[config.mk]
export PLATFORM = sky130hd
export DESIGN_NAME = acc_drain_flat
export DESIGN_NICKNAME = d
export VERILOG_FILES = /design/src/rtl/acc_pkg.sv /design/src/rtl/acc_drain_if.sv /design/src/rtl/acc_requant.sv /design/src/rtl/acc_drain.sv /design/src/flat_wrapper.sv
export SDC_FILE = /design/constraint.sdc
export NUM_CORES = 1
export LEC_CHECK = 0
export BUFFER_PORTS_ARGS = -buffer_cell sky130_fd_sc_hd__buf_2
export CORE_AREA = 10 10 201 203
export CTS_CLUSTER_DIAMETER = 120
export DETAILED_ROUTE_END_ITERATION = 8
export DIE_AREA = 0 0 211 213
export SYNTH_ARGS = -nofsm -noshare
export SYNTH_HDL_FRONTEND = slang
export SYNTH_SLANG_ARGS = --single-unit
[constraint.sdc]
create_clock -name clk -period 5.4 [get_ports clk]
set_clock_uncertainty 0.1 [all_clocks]
set_input_delay 0.27 -clock clk [delete_from_list [all_inputs] [get_ports clk]]
set_output_delay 0.27 -clock clk [all_outputs]
set_load 0.01 [all_outputs]
[src/rtl/acc_pkg.sv]
// Shared types and default sizing for the accumulator drain block.
// Latency: n/a (declarations only).
// Backpressure: n/a.
package acc_pkg;

    typedef enum logic {
        IDLE   = 1'b0,
        STREAM = 1'b1
    } state_t;

    localparam int N_DEF       = 16;
    localparam int D_W_ACC_DEF = 32;
    localparam int D_OUT_DEF   = 8;
    localparam int SHIFT_DEF   = 0;

    // Index width; a single-element bank still needs a 1-bit index.
    function automatic int idx_w(input int n);
        return (n > 1) ? $clog2(n) : 1;
    endfunction

endpackage

[src/rtl/acc_drain_if.sv]
// Output word stream of acc_drain: valid/ready handshake plus word side-band.
// Latency: n/a (wires only).
// Backpressure: master holds all fields stable while out_valid && !out_ready.
// Ports: out_valid/out_data/out_idx/out_last/out_sat from master, out_ready from slave.
interface acc_drain_if
    import acc_pkg::*;
#(
    parameter int N     = N_DEF,
    parameter int D_OUT = D_OUT_DEF
) ();
    localparam int IW = idx_w(N);

    logic             out_valid;
    logic             out_ready;
    logic [D_OUT-1:0] out_data;
    logic [IW-1:0]    out_idx;
    logic             out_last;
    logic             out_sat;

    modport master (
        output out_valid, out_data, out_idx, out_last, out_sat,
        input  out_ready
    );

    modport slave (
        input  out_valid, out_data, out_idx, out_last, out_sat,
        output out_ready
    );
endinterface

[src/rtl/acc_requant.sv]
// Requantizer: arithmetic right shift, then width reduction to D_OUT bits.
// Latency: combinational.
// Backpressure: none (pure function of val_i).
// Ports: val_i signed accumulator element; data_o reduced word; sat_o word was clamped.
// Macro ACC_DRAIN_SAT_EN selects clamping; without it the low D_OUT bits are kept.
module acc_requant
    import acc_pkg::*;
#(
    parameter int D_W_ACC = D_W_ACC_DEF,
    parameter int D_OUT   = D_OUT_DEF,
    parameter int SHIFT   = SHIFT_DEF
) (
    input  logic signed [D_W_ACC-1:0] val_i,
    output logic        [D_OUT-1:0]   data_o,
    output logic                      sat_o
);
    // >>> on a signed operand rounds toward negative infinity.
    logic signed [D_W_ACC-1:0] shifted;
    assign shifted = val_i >>> SHIFT;

`ifdef ACC_DRAIN_SAT_EN
    // Value fits when every bit from the output sign position upward matches the sign.
    logic fits;
    assign fits = (shifted[D_W_ACC-1:D_OUT-1] == {(D_W_ACC-D_OUT+1){shifted[D_W_ACC-1]}});

    always_comb begin
        data_o = shifted[D_OUT-1:0];
        sat_o  = 1'b0;
        if (!fits) begin
            sat_o  = 1'b1;
            data_o = {shifted[D_W_ACC-1], {(D_OUT-1){~shifted[D_W_ACC-1]}}};
        end
    end
`else
    // Upper bits are deliberately discarded in wrap mode.
    logic unused_hi;
    assign unused_hi = ^shifted;
    assign data_o    = shifted[D_OUT-1:0];
    assign sat_o     = 1'b0;
`endif
endmodule

[src/rtl/acc_drain.sv]
// Captures N accumulator results into a shadow bank and streams them out one word per handshake.
// Latency: first word valid one cycle after capture; back-to-back reload on last handshake, no bubble.
// Backpressure: out_ready low stalls the stream with all word fields held; capture while busy sets overrun.
// Ports: clk, rst (async, active-high), capture, acc_result, dout (acc_drain_if master),
//        busy, overrun (sticky), clr_overrun. Macro ACC_DRAIN_SAT_EN enables saturation in acc_requant.
module acc_drain
    import acc_pkg::*;
#(
    parameter int N       = N_DEF,
    parameter int D_W_ACC = D_W_ACC_DEF,
    parameter int D_OUT   = D_OUT_DEF,
    parameter int SHIFT   = SHIFT_DEF
) (
    input  logic                 clk,
    input  logic                 rst,
    input  logic                 capture,
    input  logic [N*D_W_ACC-1:0] acc_result,
    acc_drain_if.master          dout,
    output logic                 busy,
    output logic                 overrun,
    input  logic                 clr_overrun
);
    localparam int            IW       = idx_w(N);
    localparam logic [IW-1:0] LAST_IDX = IW'(N - 1);

    state_t         state_q, state_d;
    logic [IW-1:0]  idx_q, idx_d;
    logic           overrun_q, overrun_d;
    logic           load;
    logic           ovr_set;
    logic           hs;
    logic           at_last;

    logic [D_W_ACC-1:0] shadow_q [N];

    logic [D_OUT-1:0] req_data;
    logic             req_sat;

    assign hs      = (state_q == STREAM) && dout.out_ready;
    assign at_last = (idx_q == LAST_IDX);

    always_comb begin
        state_d = state_q;
        idx_d   = idx_q;
        load    = 1'b0;
        ovr_set = 1'b0;
        unique case (state_q)
            IDLE: begin
                if (capture) begin
                    load    = 1'b1;
                    idx_d   = '0;
                    state_d = STREAM;
                end
            end
            STREAM: begin
                if (hs && at_last) begin
                    idx_d = '0;
                    // A capture coinciding with the final handshake chains straight into a new drain.
                    if (capture) begin
                        load = 1'b1;
                    end else begin
                        state_d = IDLE;
                    end
                end else begin
                    if (hs) begin
                        idx_d = idx_q + IW'(1);
                    end
                    ovr_set = capture;
                end
            end
            default: begin
                state_d = IDLE;
                idx_d   = '0;
            end
        endcase

        // Setting wins over a same-cycle clear.
        overrun_d = overrun_q;
        if (ovr_set) begin
            overrun_d = 1'b1;
        end else if (clr_overrun) begin
            overrun_d = 1'b0;
        end
    end

    always_ff @(posedge clk or posedge rst) begin
        if (rst) begin
            state_q   <= IDLE;
            idx_q     <= '0;
            overrun_q <= 1'b0;
        end else begin
            state_q   <= state_d;
            idx_q     <= idx_d;
            overrun_q <= overrun_d;
        end
    end

    // Shadow bank carries data only; it is never observed outside STREAM, so it has no reset.
    always_ff @(posedge clk) begin
        if (load) begin
            for (int i = 0; i < N; i++) begin
                shadow_q[i] <= acc_result[i*D_W_ACC +: D_W_ACC];
            end
        end
    end

    acc_requant #(
        .D_W_ACC (D_W_ACC),
        .D_OUT   (D_OUT),
        .SHIFT   (SHIFT)
    ) u_requant (
        .val_i  (shadow_q[idx_q]),
        .data_o (req_data),
        .sat_o  (req_sat)
    );

    // Word fields are gated by STREAM so reset forces them to zero without resetting the bank.
    assign busy           = (state_q == STREAM);
    assign overrun        = overrun_q;
    assign dout.out_valid = busy;
    assign dout.out_idx   = idx_q;
    assign dout.out_data  = busy ? req_data : '0;
    assign dout.out_last  = busy && at_last;
    assign dout.out_sat   = busy && req_sat;
endmodule

[src/flat_wrapper.sv]
// flat-port wrapper written by rule: the top's interface ports become plain ports
module acc_drain_flat import acc_pkg::*;
#(
    parameter int N       = N_DEF,
    parameter int D_W_ACC = D_W_ACC_DEF,
    parameter int D_OUT   = D_OUT_DEF,
    parameter int SHIFT   = SHIFT_DEF
)
  (clk, rst, capture, acc_result, busy, overrun, clr_overrun, dout_out_valid, dout_out_data, dout_out_idx, dout_out_last, dout_out_sat, dout_out_ready);
  acc_drain_if #(.N(N), .D_OUT(D_OUT)) dout_i ();
  input  logic clk;
  input  logic rst;
  input  logic capture;
  input  logic [N*D_W_ACC-1:0] acc_result;
  output logic busy;
  output logic overrun;
  input  logic clr_overrun;
  output wire logic [$bits(dout_i.out_valid)-1:0] dout_out_valid;
  output wire logic [$bits(dout_i.out_data)-1:0] dout_out_data;
  output wire logic [$bits(dout_i.out_idx)-1:0] dout_out_idx;
  output wire logic [$bits(dout_i.out_last)-1:0] dout_out_last;
  output wire logic [$bits(dout_i.out_sat)-1:0] dout_out_sat;
  input wire logic [$bits(dout_i.out_ready)-1:0] dout_out_ready;
  assign dout_out_valid = dout_i.out_valid;
  assign dout_out_data = dout_i.out_data;
  assign dout_out_idx = dout_i.out_idx;
  assign dout_out_last = dout_i.out_last;
  assign dout_out_sat = dout_i.out_sat;
  assign dout_i.out_ready = dout_out_ready;
  acc_drain #(.N(N), .D_W_ACC(D_W_ACC), .D_OUT(D_OUT), .SHIFT(SHIFT)) u_core (.clk(clk), .rst(rst), .capture(capture), .acc_result(acc_result), .dout(dout_i), .busy(busy), .overrun(overrun), .clr_overrun(clr_overrun));
endmodule
### Yosys cells after proc, flatten, opt, wreduce, memory -nomap -nowiden

Memories as Yosys holds them, arrays and structs flattened.
Index checks and enable logic that the tools add are counted.

* bits in registers: 6
* RAM bits: 512
* bits of input ports: 517
* output and inout port bits: 17
* logic and storage cells: 30
* memories kept: 1

* add/sub/neg operators: 1
* eq/ne operators: 3
* mux-type cells: 16
* bitwise logic cells: 1
* reductions and logical operators: 5

Memory list
* u_core.shadow_q: words 16, width 32, rd ports 1, clocked after memory_dff 0, write ports 16, line acc_drain.sv:34 `logic [D_W_ACC-1:0] shadow_q [N];`

Operators by type and width (number)
* two-way mux 4 bit: 3
* two-way mux 1 bit: 9
* two-way mux 8 bit: 1
* one-hot mux 4 bit (2 select lines): 1
* adder 4 x 1 -> 4 bit (second input constant): 1
* equality test 4 bit (second input constant): 1
* one-hot mux 1 bit (2 select lines): 2
* logical AND 1 bit: 3
* != test 3 bit (second input constant): 1
* != test 2 bit (second input constant): 1
* AND reduction 2 bit: 1
* nonzero test 2 bit: 1
* inverter 1 bit: 1

### Longest topological paths before layout

* depth after elaboration: 6
* gate-level depth with buffers: 7
* depth with buffers taken out: 5

### Modules after synthesis

From an unflattened synthesis, not the netlist that was laid out.

* cell total of the unflattened synthesis: 842
* area, all modules: 19590.0 um^2

By module, submodules not included
* acc_drain: times used 1, cells each 832, area each 19518.7 um^2
* acc_requant: times used 1, cells each 10, area each 71.3 um^2

### Worst setup path before layout

No wires, ideal clock.

* path type: register to register
* start point: register u_core.idx_q[2], in the netlist u_core.dout.out_idx[2]
* end point: memory u_core.shadow_q[0][0] (netlist bit) (enable)
* library setup time: 0.502 ns
* arrival time: 3.842 ns
* data required time: 4.798 ns
* setup slack: 0.956 ns
* cell stages (with the launch flop): 5
* clock period less this slack: 4.444 ns
* path through: dfrtp_1 > buf_2 > nand4_1 > nand2_1 > and2_1

RTL lines
* start, declared: line acc_drain.sv:27 `logic [IW-1:0] idx_q, idx_d;`
* start signal, assigned: line acc_drain.sv:93 `idx_q <= idx_d;`
* end, declared: line acc_drain.sv:34

### Final worst setup path

* start point: register u_core.idx_q[0], in the netlist u_core.dout.out_idx[0]
* end point: output dout_out_data[3]

* cells in the longest elaborated chain, start to end: 2

RTL lines
* memory read (16 x 32 bit)
* two-way mux 8 bit: line acc_drain.sv:122 `assign dout.out_data = busy ? req_data : '0;`
* end, declared: line flat_wrapper.sv:19 `output wire logic [$bits(dout_i.out_data)-1:0] dout_out_data;`

No other way between the ends.

==> metrics.cfg <==
[cells_and_area]
final_util_pct = 23.5
area_growth_pct = 60.2
fin_nets = 1059
final_area_um2 = 8510
nFillCells = 3767
drive_above_1_share_pct = 36.6

[timing]
max_freq_mhz = 278
layout_min_cycle_time_ns = 3.60
slew_violations = 0
worstMarginPinSlew_ns = 0.906
fin_setup_tns_ns = 0
rsz0062_at_grt = false
setup_viol = 0
fin_crit_sh_pct = 66.7
max-slew-margin-rel_pct = 39.6
hold_violations = 0

[setup_path]
r2r-end = u_core.shadow_q[0][3]
worstSetupEndpointType = output pin
critPathTopFamily = flip-flops
cpMaxStageDelayCell = dfrtp_2
path_max_fanout = 32
worstPathArrival_ns = 3.23
reg2reg_from = u_core.dout.out_idx[0]
cp.required_ns = 5.03
cp-start-kind = flop
cpPeakStageDelay_ns = 0.94
cp_num_buf_inv = 2
critical_path_class = flop to output pin
r2r_cells = 5
path_cells = buf_4 > mux2i_1 > a22oi_1 > a22o_1 > a221o_1 > buf_2
reg2reg_setup_slack_ns = 2.15

[floorplanning]
start_util_pct = 14.7
coreArea_um2 = 36300
num_io_pins = 534
die-area_um2 = 44900
die_w_um = 211
rows = 70
chipHeight_um = 213

[synthesis]
yosysSeqAreaShare_pct = 75.2
synth_edf_count = 128
avgSynthCellArea_um2 = 20.9
synthArstFlopShare_pct = 4.48
synthDistinctLibCells = 32
synth_warnings = 0
synth_seq_cells = 134
syn-num-nets = 772
postSynthCellCount = 254
syn-cell-area_um2 = 5310
ys.flop_type = edfxtp_1

[routing]
dr.first_iter.drc_count = 212
ant_nets = 0
vias = 3602
drt_first_pass_iters = 4
viasPerCell = 3.51
drt-total-wl_um = 17600
drc_errors = 0
wl_per_cell_um = 17.2

[pwr]
irDropWorstVdd_mv = 0.309
p_leak_nw = 3.12
power.density_nw_per_um2 = 406

[clock_tree]
path_clk_slew_ns = 0.07
cts_tree = built
cts_resized = 0
clock_path_buffers = 2
insertion_delay_ns = 0.43
cts_max_level = 4
numCtsBuffers = 17
cts_root_buf = clkbuf_16
numClockSinks = 134

[worst_hold_path]
worstHoldStart = dout_out_ready
min_to = u_core.dout.out_idx[0]
hp-class = input pin to flop
hold_path_depth = 3

[placed_design]
numPortBuffers = 148
dp_hpwl_um = 11200
place_area_um2 = 6560
gp_congestion = 0.709

[run_status]
status = finished clean

[global_routing]
overflow = 0
grt_pass1_wl_um = 25800
grt_usage_pct = 7.90
grt_max_degree = 77
grt_pass1_vias = 4171
antenna_found_initial = 3

[run]
maxCapViolCount = 0

## per-stage QoR
step	worst slack, ns	power [W]	hold slack (ns)	instances
after floorplan	0.956	0.00183	-0.0390	254
after global placement	2.04	0.00216	0.115	859
after CTS	1.52	0.00352	0.0122	1022
after detailed placement	2.02	0.00217	0.116	859
final	1.80	0.00345	0.0491	1026
after global routing	1.49	0.00364	0.0649	1023
## worst min-delay path: stages
cell and delay [ns]:
buf_2 0.14, nand2_1 0.07, o21ai_0 0.06
## repair_timing
action	4_1_cts	5_1_grt
hold buffers	131	0
endpoints found under the hold margin	136	0
setup buffers	0	0
## cell families (layout without fill, tap and decap cells)
kind of cell	count (synthesis)	in the layout	synth area share [%]
buf+inv	16	316	2.33
simple gates	33	33	3.42
fa+ha+maj	1	1	0.235
compound gates	28	28	4.05
other cells	1	5	0.0706
mux	41	41	14.7
flops	134	134	75.2
## report_power, final
part,internal [W],switching [W]
logic,0.000421,0.000440
registers,0.00123,0.000111
clock network,0.000778,0.000476
total,0.00243,0.00103
## synth_stat cells, types with 2 or more instances
master,number,area share [%]
a211oi_1,4,0.57
a221o_1,5,0.94
nor2_1,3,0.21
a22oi_1,3,0.42
dfrtp_1,6,2.8
and2_1,3,0.35
nor2b_1,6,0.71
buf_2,4,0.38
edfxtp_1,128,72
mux4_2,18,7.6
o21ai_0,4,0.38
o31ai_1,2,0.28
buf_6,2,0.42
a22o_1,4,0.66
inv_1,2,0.14
buf_12,2,0.75
nand2b_1,3,0.35
nand3_1,2,0.19
buf_4,3,0.42
mux4_1,9,4.5
and3_1,5,0.59
nand2_1,8,0.57
buf_1,2,0.14
mux2i_1,14,2.6
o22ai_1,4,0.47
nor4b_1,2,0.33
## placed cells by master (no fill, tap or decap), types with 5 or more instances in the layout
cell type      Yosys  routed
nor2b_1            6       6
dlygate4sd3_1      0     131
a221o_1            5       5
edfxtp_1         128     128
clkbuf_16          0      17
mux2i_1           14      14
and3_1             5       5
buf_2              4     148
mux4_2            18      18
mux4_1             9       9
nand2_1            8       8
## sequential cells by signal, summed over array words and instances, names as in the netlist
| register | cells |
|---|---|
| u_core.shadow_q | 128 |
| u_core.overrun | 1 |
| u_core.busy | 1 |
| u_core.dout.out_idx | 4 |
## how the worst max path moves through the flow
stage,slack [ns],to,depth (start not counted),from
after global routing,1.49,dout_out_data[3],6,u_core.dout.out_idx[0]
after floorplan,0.96,u_core.shadow_q[0][0],4,u_core.dout.out_idx[2]
after global placement,2.04,dout_out_data[3],6,u_core.dout.out_idx[0]
final,1.80,dout_out_data[3],6,u_core.dout.out_idx[0]
after CTS,1.52,dout_out_data[3],6,u_core.dout.out_idx[0]
after detailed placement,2.02,dout_out_data[3],6,u_core.dout.out_idx[0]
## cell type report
type | count | area (um2) | area share (%)
flip-flops and latches | 134 | 4000 | 47.0
clock inverters | 14 | 198 | 2.32
inverters | 2 | 7.51 | 0.0882
repair buffers | 282 | 2090 | 24.5
clock buffers | 18 | 429 | 5.04
multi-input cells | 104 | 1200 | 14.1
well taps | 468 | 586 | 6.88
diodes | 4 | 10.0 | 0.118
## routing by layer
metal	wire length, um	vias to the layer above	GRT usage, %
li1	-	1649	-
met5	13	-	0
met2	8970	126	13.1
met4	488	2	4.00
met3	1140	27	3.05
met1	7000	1798	8.64
(Power assumes the default switching activity.)
